## src/rtl/dmem_arb_pkg.sv

```systemverilog
// Shared types and constants for the data-memory burst arbiter.
// The arbitration policy is selected with the ARB_FIXED_PRIO_EN macro (see rr_arbiter).
package dmem_arb_pkg;

  typedef enum logic {
    IDLE  = 1'b0,
    BURST = 1'b1
  } arb_state_t;

  localparam int LEN_W           = 4;
  localparam int DEF_DATA_W      = 256;
  localparam int DEF_ADDR_W      = 10;
  localparam int DEF_NUM_REQ     = 2;
  localparam int DEF_MAX_BURST   = 8;
  localparam int DEF_ADDR_STRIDE = 4;

  // Index width that stays legal for a single requester.
  function automatic int idx_w(input int n);
    return (n > 1) ? $clog2(n) : 1;
  endfunction

endpackage

```

## src/rtl/rr_arbiter.sv

```systemverilog
// Combinational requester selection: round-robin from ptr by default,
// fixed lowest-index-wins priority when ARB_FIXED_PRIO_EN is defined.
module rr_arbiter
  import dmem_arb_pkg::*;
#(
  parameter int NUM_REQ = DEF_NUM_REQ,
  localparam int IDX_W  = idx_w(NUM_REQ)
) (
  input  logic [NUM_REQ-1:0] req,
  input  logic [IDX_W-1:0]   ptr,
  output logic [NUM_REQ-1:0] grant,
  output logic [IDX_W-1:0]   grant_idx,
  output logic               any_req
);

  assign any_req = |req;

`ifdef ARB_FIXED_PRIO_EN
  logic unused_ptr;
  assign unused_ptr = ^ptr;

  always_comb begin
    grant_idx = '0;
    for (int i = NUM_REQ - 1; i >= 0; i--) begin
      if (req[i]) begin
        grant_idx = IDX_W'(i);
      end
    end
  end
`else
  logic found;

  // Search starts at ptr, so the last-served requester is considered last.
  always_comb begin
    grant_idx = '0;
    found     = 1'b0;
    for (int i = 0; i < NUM_REQ; i++) begin
      if (!found && req[(int'(ptr) + i) % NUM_REQ]) begin
        found     = 1'b1;
        grant_idx = IDX_W'((int'(ptr) + i) % NUM_REQ);
      end
    end
  end
`endif

  always_comb begin
    grant = '0;
    if (any_req) begin
      grant = NUM_REQ'(1) << grant_idx;
    end
  end

endmodule

```

## src/rtl/dmem_burst_arbiter.sv

```systemverilog
// Burst arbiter sharing one single-port data memory between NUM_REQ requesters.
// Define ARB_FIXED_PRIO_EN for fixed priority instead of round-robin.
module dmem_burst_arbiter
  import dmem_arb_pkg::*;
#(
  parameter int DATA_W      = DEF_DATA_W,
  parameter int ADDR_W      = DEF_ADDR_W,
  parameter int NUM_REQ     = DEF_NUM_REQ,
  parameter int MAX_BURST   = DEF_MAX_BURST,
  parameter int ADDR_STRIDE = DEF_ADDR_STRIDE
) (
  input  logic                      clk,
  input  logic                      rst,
  input  logic [NUM_REQ-1:0]        req_valid,
  output logic [NUM_REQ-1:0]        req_ready,
  input  logic [NUM_REQ-1:0]        req_we,
  input  logic [NUM_REQ*ADDR_W-1:0] req_addr,
  input  logic [NUM_REQ*LEN_W-1:0]  req_len,
  input  logic [NUM_REQ*DATA_W-1:0] req_wdata,
  output logic [NUM_REQ-1:0]        beat_ack,
  output logic [NUM_REQ-1:0]        rsp_valid,
  output logic [DATA_W-1:0]         rsp_rdata,
  output logic                      busy,
  output logic                      mem_we,
  output logic [ADDR_W-1:0]         mem_addr,
  output logic [DATA_W-1:0]         mem_wdata,
  input  logic [DATA_W-1:0]         mem_rdata
);

  localparam int IDX_W = idx_w(NUM_REQ);
  localparam logic [LEN_W-1:0] LEN_MAX = LEN_W'(MAX_BURST - 1);

  logic [ADDR_W-1:0] addr_arr  [NUM_REQ];
  logic [LEN_W-1:0]  len_arr   [NUM_REQ];
  logic [DATA_W-1:0] wdata_arr [NUM_REQ];

  genvar gi;
  generate
    for (gi = 0; gi < NUM_REQ; gi++) begin : g_unpack
      assign addr_arr[gi]  = req_addr[gi*ADDR_W +: ADDR_W];
      assign len_arr[gi]   = req_len[gi*LEN_W +: LEN_W];
      assign wdata_arr[gi] = req_wdata[gi*DATA_W +: DATA_W];
    end
  endgenerate

  arb_state_t        state_reg, state_next;
  logic [IDX_W-1:0]  ptr_reg;
  logic [IDX_W-1:0]  gnt_reg;
  logic              rd_we_q;
  logic [ADDR_W-1:0] cur_addr;
  logic [LEN_W-1:0]  beats_left;
  logic [NUM_REQ-1:0] rsp_valid_reg;
  logic [DATA_W-1:0] rsp_rdata_reg;

  logic [NUM_REQ-1:0] arb_grant;
  logic [IDX_W-1:0]   arb_idx;
  logic               arb_any;
  logic [LEN_W-1:0]   len_clamped;
  logic [NUM_REQ-1:0] gnt_onehot;
  logic [IDX_W-1:0]   ptr_next;
  logic               last_beat;
  logic               read_beat;

  rr_arbiter #(
    .NUM_REQ (NUM_REQ)
  ) u_arb (
    .req       (req_valid),
    .ptr       (ptr_reg),
    .grant     (arb_grant),
    .grant_idx (arb_idx),
    .any_req   (arb_any)
  );

  always_comb begin
    len_clamped = len_arr[arb_idx];
    if (len_clamped > LEN_MAX) begin
      len_clamped = LEN_MAX;
    end
  end

  assign gnt_onehot = NUM_REQ'(1) << gnt_reg;
  assign ptr_next   = (gnt_reg == IDX_W'(NUM_REQ - 1)) ? '0 : gnt_reg + IDX_W'(1);
  assign last_beat  = (beats_left == '0);
  assign read_beat  = (state_reg == BURST) && !rd_we_q;

  always_comb begin
    state_next = state_reg;
    req_ready  = '0;
    beat_ack   = '0;
    mem_we     = 1'b0;
    mem_addr   = '0;
    mem_wdata  = '0;
    case (state_reg)
      IDLE: begin
        if (arb_any) begin
          req_ready  = arb_grant;
          state_next = BURST;
        end
      end
      BURST: begin
        beat_ack = gnt_onehot;
        mem_addr = cur_addr;
        mem_we   = rd_we_q;
        if (rd_we_q) begin
          mem_wdata = wdata_arr[gnt_reg];
        end
        if (last_beat) begin
          state_next = IDLE;
        end
      end
      default: state_next = IDLE;
    endcase
    // Keep the handshake silent while reset is held, since req_valid may still be high.
    req_ready = req_ready & {NUM_REQ{rst}};
  end

  always_ff @(posedge clk or negedge rst) begin
    if (!rst) begin
      state_reg     <= IDLE;
      ptr_reg       <= '0;
      gnt_reg       <= '0;
      rd_we_q       <= 1'b0;
      cur_addr      <= '0;
      beats_left    <= '0;
      rsp_valid_reg <= '0;
      rsp_rdata_reg <= '0;
    end else begin
      state_reg     <= state_next;
      rsp_valid_reg <= read_beat ? gnt_onehot : '0;
      if (read_beat) begin
        rsp_rdata_reg <= mem_rdata;
      end
      case (state_reg)
        IDLE: begin
          if (arb_any) begin
            gnt_reg    <= arb_idx;
            rd_we_q    <= req_we[arb_idx];
            cur_addr   <= addr_arr[arb_idx];
            beats_left <= len_clamped;
          end
        end
        BURST: begin
          cur_addr   <= cur_addr + ADDR_W'(ADDR_STRIDE);
          beats_left <= beats_left - LEN_W'(1);
          if (last_beat) begin
            ptr_reg <= ptr_next;
          end
        end
        default: ;
      endcase
    end
  end

  assign busy      = (state_reg == BURST);
  assign rsp_valid = rsp_valid_reg;
  assign rsp_rdata = rsp_rdata_reg;

endmodule

```

## config.mk

```make
export PLATFORM = sky130hd
export DESIGN_NAME = dmem_burst_arbiter
export DESIGN_NICKNAME = d
export VERILOG_FILES = /design/src/rtl/dmem_arb_pkg.sv /design/src/rtl/rr_arbiter.sv /design/src/rtl/dmem_burst_arbiter.sv
export SDC_FILE = /design/constraint.sdc
export NUM_CORES = 1
export LEC_CHECK = 0
export ABC_AREA = 1
export BUFFER_PORTS_ARGS = -buffer_cell sky130_fd_sc_hd__buf_4
export CAP_MARGIN = 10
export CORE_AREA = 8 8 507 509
export DETAILED_ROUTE_END_ITERATION = 6
export DIE_AREA = 0 0 515 517
export GPL_TIMING_DRIVEN = 1
export SLEW_MARGIN = 5
export SYNTH_ARGS = -nofsm -noshare
export SYNTH_HDL_FRONTEND = slang
export SYNTH_HIERARCHICAL = 1
export SYNTH_SLANG_ARGS = --single-unit
```

## constraint.sdc

```tcl
create_clock -name clk -period 2 [get_ports clk]
set_clock_uncertainty 0.15 [all_clocks]
set_input_delay 0.1 -clock clk [delete_from_list [all_inputs] [get_ports clk]]
set_output_delay 0.1 -clock clk [all_outputs]
set_load 0.01 [all_outputs]
```

# --- After elaboration in Yosys (flattened, before gate mapping) ---
# Cells that the tools add are included.
totals:
  register_bits: 276
  input_bits: 802
classes:
  add_sub_neg: 4
  order_cmp: 6
  n_eq_ne: 1
  n_shift: 2
  mux: 36
  bitwise_logic: 5
  reduce_logical: 8
ops:
  columns: ["cell", "count"]
  rows:
  - ["$mux 256", 5]
  - ["$mux 10", 5]
  - ["$mux 4", 5]
  - ["$pmux 10 s2", 1]
  - ["$mux 1", 14]
  - ["$add 10x3->10 const B", 1]
  - ["$mux 2", 4]
  - ["$pmux 4 s2", 1]
  - ["$ge 2x2->1 const B", 2]
  - ["$gt 4x3->1 const B", 1]
  - ["$logic_not 4->1", 1]
  - ["$lt 1x2->1 const B", 2]
  - ["$not 1->2", 2]
  - ["$reduce_and 2->1", 2]
  - ["$shl 1x1->2 const A", 2]
  - ["$sub 4x1->4 const B", 1]
  - ["$lt 2x3->1 const B", 1]
  - ["$add 1x1->1 const B", 2]
  - ["$and 2x2->2", 1]
  - ["$logic_and 1x1->1", 2]
  - ["$logic_not 1->1", 2]
  - ["$ne 2x2->1 const B", 1]
  - ["$pmux 1 s2", 1]
  - ["$reduce_or 2->1", 1]
  - ["2 further kinds", 2]

# --- Logic depth before layout (Yosys ltp) ---
# Gate-level depths: netlist of the first run.
depth:
  depth_word: 15
  mapped_depth: 9
  depth_no_buf: 7

# --- By module ---
# Netlist of the first run, hierarchy kept.
modules_own_cells:
  columns: ["mod", "instances", "cells_each", "area_each_um2", "seq_area_each_um2"]
  rows:
  - ["dmem_burst_arbiter", 1, 1580, 15438.6, 6906.6]
  - ["rr_arbiter", 1, 7, 30.0, 0.0]

# --- Worst setup path after synthesis of the first run ---
# No wires, ideal clock.
synth_timing:
  path_type: "register to register"
  startpoint: "register state_reg, in the netlist busy"
  endpoint: "register rsp_rdata_reg[100], in the netlist rsp_rdata[100]"
  arrival_time_ns: 1.286
  required_time_ns: 1.725
  setup_slack_ns: 0.439
  stages_incl_launch_ff: 6
  synth_period_minus_slack_ns: 1.561
  path_cell_list: "dfrtp_1 buf_4 nand2_4 buf_8 buf_8 mux2_4"
synth_via:
  elab_chain_len: 1
synth_rtl:
  columns: ["element", "line", "text"]
  rows:
  - ["start, declared", "dmem_burst_arbiter.sv:46", "arb_state_t state_reg, state_next;"]
  - ["start signal, assigned", "dmem_burst_arbiter.sv:128", "state_reg <= state_next;"]
  - ["$logic_and 1x1->1", "dmem_burst_arbiter.sv:84", "assign read_beat = (state_reg == BURST) && !rd_we_q;"]
  - ["end signal, assigned", "dmem_burst_arbiter.sv:131", "rsp_rdata_reg <= mem_rdata;"]
  - ["end, declared", "dmem_burst_arbiter.sv:53", "logic [DATA_W-1:0] rsp_rdata_reg;"]
# Every way passes these cells.
# A chain may end at the register's enable or synchronous reset.

# --- Worst setup path in the final report of the first run ---
layout_timing:
  startpoint: "register gnt_reg"
  endpoint: "output port mem_wdata[210]"
layout_via:
  elab_chain_len: 6
layout_rtl:
  columns: ["element", "line", "text"]
  rows:
  - ["start, declared", "dmem_burst_arbiter.sv:48", "logic [IDX_W-1:0] gnt_reg;"]
  - ["start signal, assigned", "dmem_burst_arbiter.sv:136", "gnt_reg <= arb_idx;"]
  - ["$not 1->2 (not written as such)", "dmem_burst_arbiter.sv:105", "mem_wdata = wdata_arr[gnt_reg];"]
  - ["$mux 256 (not written as such) (3 in series)", "dmem_burst_arbiter.sv:105", null]
  - ["$mux 256", "dmem_burst_arbiter.sv:104", "if (rd_we_q) begin"]
  - ["$mux 256", "dmem_burst_arbiter.sv:93", "case (state_reg)"]
  - ["end, declared", "dmem_burst_arbiter.sv:26", "output logic [DATA_W-1:0] mem_wdata,"]
# Every way passes these cells. The select of a mux whose other input is x is not followed.

==> impl_results.md, run 1 <==
* Worst-path clk slew at 80 ps
* Startpoint types: flip-flop
* Layout cells sized above 1 at 64.6%
* H-tree depth at 1
* DRC at 0
* Design Area, Final at 0.0379 mm2
* Die X at 515 um
* Clock Latency Late Sink at 630 ps
* Final core occ at 15.2%
* Die area at 0.266 mm2
* HP Class: in -> reg
* Most instantiated library cell after synthesis: nor2_1
* Register area share after synthesis at 44.6%
* First-pass GRT wire length at 243000 um
* Synth Area in Simple Gates at 23.3%
* Switching power at 28.3 mW
* R2R setup slack at -20 ps
* Synth Warn # at 6
* Hpwl dp at 175000 um
* Register area at 0.00691 mm2
* Buffers added on ports at 1331
* Critical path origin: gnt_reg
* Top FF cell, synth: dfrtp_1
* Routability Congestion at 0.973
* Post-synthesis mux area share at 24.2%
* Measured slew at the worst slew-check pin at 615 ps
* Clk network pwr share at 9.4%
* Via/cell ratio at 3.00
* Crit path to: mem_wdata[210]
* Total grt overflow at 0
* Ys async rst share at 100%
* Int Pwr at 32.8 mW
* Syn nets at 2392
* Final setup margin at -529 ps
* Top layer in use: met5
* Routed wl met3 at 30500 um
* Synthesized flop and latch total at 276
* Max cap viols at 0
* Root Driver: clkbuf_16
* CP required at 1750 ps
* Max Buffers Root-to-Sink at 3
* Count of flip-flops with a built-in enable after synthesis at 0
* Final Hold Fails at 0
* Critical path class: reg -> out
* Largest net degree at the start of global routing at 54
* Fill cells at 28100
* Wl on met1 at 60800 um
* Post-synthesis compound-gate area fraction at 1.35%
* Failing checks: setup timing
* Final Non-Filler Cells at 6771
* Fmax at 0.395 GHz
* IO Count at 1332
* Largest register FFs at 256
* Post-synthesis cell type count at 30
* Tcrit/Tclk final at 126%
* # nets final at 4160
* Met2 routed WL at 104000 um
* Synth area leader: dfrtp_1
* Inserted Clock Buffers at 30
* Status: complete, but fails checks
* Final setup viols at 264
* Routed wire length at 205000 um
* Sequential share of power at 17.5%
* Launch point of the worst reg-to-reg path: ptr_reg
* Area delta synth->final at 145%
* Worst-path fanout max at 6
* Initial DRT Pass Iterations at 5
* Post-synthesis adder-cell area fraction at 0.243%
* CTS tree: done
* Final Total Pwr at 61.1 mW
* Hold WS at 89.7 ps
* CP endpoint kind: output pin
* Largest family of logic cells by synthesized area: multiplexers
* Max Slew Vio Count at 0
* Synth top area cells: dfrtp_1 45%, mux2_4 22%, nor2_1 13%
* Worst R2R Path Depth at 6
* CTS sink count at 276
* Starting Density at 6.20%
* RSZ-0062 raised after global routing: yes
* Final min period at 2530 ps
* Combinational power share at 73.1%
* Placed Cells at 6292
* Post-synth top cells: 532 x nor2_1, 276 x dfrtp_1, 256 x nor3_1
* Die extent in y at 517 um
* Slew margin rel. at 59.0%
* Area of the multi-input gates at 0.00929 mm2
* Reg-to-Reg End: cur_addr[2]
* # rows at 184
* 1st-iter DRT viols at 1046
* DP Area at 0.0303 mm2
* Top cell type's share of synthesized area at 44.6%
* Antenna violation net count after detailed routing at 0
* Synth Instances at 1587
* Arrival @ worst endpoint at 2280 ps
* Netlist Area Pre-Place at 0.0155 mm2
* Total GRT Usage at 14.2%
* Vias at 20300
* Switching part of the total at 46.4%
* Leakage Power at 17.2 nW
* Synth Area per Inst at 9.75 um2
* Number of global-route vias before repair at 21000
* Wire per inst at 30.3 um
* Antenna violations before repair at 160
* Synth Area in XOR/XNOR at 0%
* Max VDD drop at 1030 uV
* Area of the core at 0.250 mm2
* Cell Pwr Density at 1610 mW/mm2
==> cells by family (layout without fill, tap and decap cells) <==
family / count (synthesis) / in the layout
AND/OR/NAND/NOR: 865 / 865
AO/OA/AOI/OAI: 37 / 37
adder cells (fa/ha/maj): 3 / 3
other: 0 / 46
multiplexers: 256 / 256
flip-flops: 276 / 276
buffers and inverters: 150 / 1940
==> per-stage QoR <==
step                TNS, ps  worst slack, ps
finish              -106990             -529
global route        -132580             -615
CTS                 -133660             -599
detailed placement    -1210             -314
global placement      -1200             -324
floorplan                 0              439
==> critical path: stages, from the launching register on <==
cell and delay (ps):
dfrtp_4 560, buf_12 190, buf_16 180, buf_8 140
buf_6 130, nor2_4 40, nor3_4 240, buf_6 150
==> final cells by class <==
cell class,count,area share (%)
multi-input cells,1161,24.5
clock buffers,36,2.12
diodes,46,0.304
repair inverters,1,0.0792
inverters,30,0.340
repair buffers,1855,43.0
flip-flops and latches,276,18.2
well taps,3348,11.1
clock inverters,18,0.406
==> metal layers <==
layer | vias to the layer above | track usage [%]
met1 | 9612 | 12.4
met3 | 404 | 9.15
met4 | 76 | 5.48
met2 | 1375 | 25.8
li1 | 8868 | -
met5 | - | 0
==> timing repair <==
item,in CTS,in global routing
endpoints found under the hold margin,547,0
endpoints found under the setup margin,262,274
resized for setup,206,374
pin swaps,40,123
hold buffers,297,0
buffers inserted,23,39
gates cloned,16,17
==> power by group through the flow <==
stage	combinational (mW)	sequential (mW)	clock (mW)
CTS	42.2	10.7	6.02
detailed placement	38.1	10.5	0
finish	44.6	10.7	5.74
global route	47.3	11.1	6.16
floorplan	15.4	11.4	0
global placement	38.0	10.6	0
==> worst min-delay path by stage <==
stage | endpoint | depth (start not counted) | startpoint | slack (ps)
floorplan | beats_left[0] | 0 | rst | -350
global placement | rsp_rdata[138] | 1 | rst | -150
detailed placement | rsp_rdata[138] | 1 | rst | -150
CTS | rsp_rdata[126] | 3 | mem_rdata[126] | 4
global route | rsp_rdata[165] | 3 | mem_rdata[165] | 50
finish | rsp_rdata[111] | 3 | mem_rdata[111] | 90
==> layout by cell type, fill, tap and decap left out, types with 6 or more instances in the layout <==
cell	instances
dfrtp_1	273
a21oi_1	6
clkbuf_16	44
nor3_1	100
dlygate4sd3_1	296
inv_1	28
clkinv_2	8
nand3_1	11
buf_6	77
nor3_2	142
buf_8	21
buf_4	1385
nor2_2	65
nor2_4	82
nor2_1	386
buf_12	41
o21ai_0	19
diode_2	46
mux2_2	27
nand2_1	59
mux2_4	229
nor3_4	14
buf_16	19
Power figures use the tool's default switching activity.
==> inputs of run 2 (changes only) <==
--- a/config.mk
+++ b/config.mk
@@ -12,6 +12,7 @@
 export DETAILED_ROUTE_END_ITERATION = 6
 export DIE_AREA = 0 0 515 517
 export GPL_TIMING_DRIVEN = 1
+export SKIP_LAST_GASP = 1
 export SLEW_MARGIN = 5
 export SYNTH_ARGS = -nofsm -noshare
 export SYNTH_HDL_FRONTEND = slang
==> run 2 against run 1 <==
Largest power group unchanged. Global-route usage about the same. Largest cell class unchanged. Sequential share of layout area rose by 0.55 points. Final area decreased by 2.9%. Clock-buffer cell count unchanged. The flow still finishes with violations (setup timing). First-iteration DRC count fell by 0.38%. Register-to-register slack barely moved.
==> impl_results.md, run 2 (synthesized netlist as in run 1, its figures left out) <==
* Die extent in y at 517 um
* Antenna violation net count after detailed routing at 0
* Routed wire length at 203000 um
* # rows at 184
* Wire per inst at 30.1 um
* 1st-iter DRT viols at 1042
* CTS tree: done
* Placed Cells at 6292
* Inserted Clock Buffers at 30
* R2R setup slack at -20 ps
* HP Class: in -> reg
* Max cap viols at 0
* Max Buffers Root-to-Sink at 3
* IO Count at 1332
* Measured slew at the worst slew-check pin at 581 ps
* Number of global-route vias before repair at 21000
* Arrival @ worst endpoint at 2300 ps
* Buffers added on ports at 1331
* Area of the multi-input gates at 0.00854 mm2
* Final setup margin at -549 ps
* Leakage Power at 17.0 nW
* Design Area, Final at 0.0368 mm2
* Worst R2R Path Depth at 6
* Vias at 20200
* Total grt overflow at 0
* CTS sink count at 276
* Die X at 515 um
* Commonest non-fill, non-tap cells in the layout: 1429 x buf_4, 467 x nor2_1, 296 x dlygate4sd3_1
* RSZ-0062 raised after global routing: yes
* Total GRT Usage at 14.2%
* Root Driver: clkbuf_16
* Failing checks: setup timing
* Slew margin rel. at 61.2%
* Hpwl dp at 175000 um
* Commonest non-fill, non-tap cell in the layout: buf_4
* First-pass GRT wire length at 243000 um
* Largest register FFs at 256
* Area delta synth->final at 138%
* CP required at 1750 ps
* Worst-path clk slew at 80 ps
* Clock Latency Late Sink at 620 ps
* Cell Pwr Density at 1610 mW/mm2
* Launch point of the worst reg-to-reg path: ptr_reg
* Via/cell ratio at 2.98
* Worst Hold Launch: mem_rdata[111]
* Critical path class: reg -> out
* Startpoint types: flip-flop
* Max Slew Vio Count at 0
* Hold endpoint: rsp_rdata[111]
* Final min period at 2550 ps
* Fill cells at 28200
* H-tree depth at 1
* # nets final at 4149
* Hold Path Depth at 3
* Tcrit/Tclk final at 127%
* Layout cells sized above 1 at 60.1%
* DP Area at 0.0303 mm2
* Final Hold Fails at 0
* Max VDD drop at 1030 uV
* Routability Congestion at 0.973
* Largest net degree at the start of global routing at 54
* Reg-to-Reg End: cur_addr[2]
* Hold WS at 89.1 ps
* Status: complete, but fails checks
* Final Non-Filler Cells at 6761
* Starting Density at 6.20%
* Register area at 0.00691 mm2
* Area of the core at 0.250 mm2
* Die area at 0.266 mm2
* Worst-path fanout max at 14
* Initial DRT Pass Iterations at 5
* CP endpoint kind: output pin
* DRC at 0
* Antenna violations before repair at 161
* Fmax at 0.392 GHz
* Fin Setup TNS at -104980 ps
* Final setup viols at 264
==> run 2: cell types whose count changed in the layout (fill, tap and decap cells not counted), moves of 37 or more <==
cell    change
nor2_1     +81
nor3_2     -68
nor3_1     +66
buf_4      +44
nor2_4     -44
buf_6      -42
nor2_2     -37
==> run 2: routing by layer <==
metal	wire length (um)	GRT usage, %	up-vias
li1	-	-	8847
met1	59900	12.2	9439
met2	102000	25.8	1397
met3	31100	9.44	382
met4	9920	5.45	86
met5	540	0	-
==> run 2: worst max path at each step <==
| stage | startpoint | endpoint | slack (ps) | cells past startpoint |
|---|---|---|---|---|
| 2_1_floorplan | busy | rsp_rdata[100] | 440 | 5 |
| 3_3_place_gp | gnt_reg | mem_wdata[8] | -320 | 5 |
| 3_5_place_dp | rd_we_q | mem_wdata[72] | -310 | 6 |
| 4_1_cts | gnt_reg | mem_wdata[203] | -600 | 7 |
| 5_1_grt | gnt_reg | mem_wdata[108] | -620 | 6 |
| 6_report | gnt_reg | mem_wdata[230] | -550 | 6 |
==> run 2: per-stage QoR <==
stage | power, mW | util, % | setup slack, ps
CTS | 58.6 | 14.3 | -599
detailed placement | 48.6 | 12.1 | -314
global route | 62.8 | 14.7 | -621
floorplan | 26.8 | - | 439
finish | 59.3 | 14.7 | -549
global placement | 48.7 | 12.1 | -324
==> run 2: cell type report <==
class                      instances  share of cell area, %
inverter                          30                  0.350
clock inverter                    18                  0.418
clock buffer                      36                   2.18
timing repair buffer            1845                   43.3
antenna                           47                  0.320
multi-input combinational       1161                   23.2
sequential                       276                   18.8
tap                             3348                   11.4
==> run 2: power by group <==
group	internal (mW)	total [mW]	switching (mW)
combinational	20.4	42.9	22.5
clock	3.01	5.72	2.71
sequential	8.54	10.7	2.17
total	31.9	59.3	27.4
==> run 2: repair_timing <==
| item | 4_1_cts | 5_1_grt |
|---|---|---|
| resized for setup | 158 | 157 |
| pin swaps | 34 | 63 |
| gates cloned | 16 | 12 |
| endpoints found under the setup margin | 262 | 274 |
| hold endpoints to repair | 547 | 0 |
| buffers inserted | 23 | 24 |
| hold buffers | 297 | 0 |
==> run 2: worst max-delay path, stage by stage (launching register included) <==
cell,delay (ps)
dfrtp_4,570
inv_16,160
buf_16,170
buf_12,150
nor2_1,60
nor3_2,320
buf_4,200
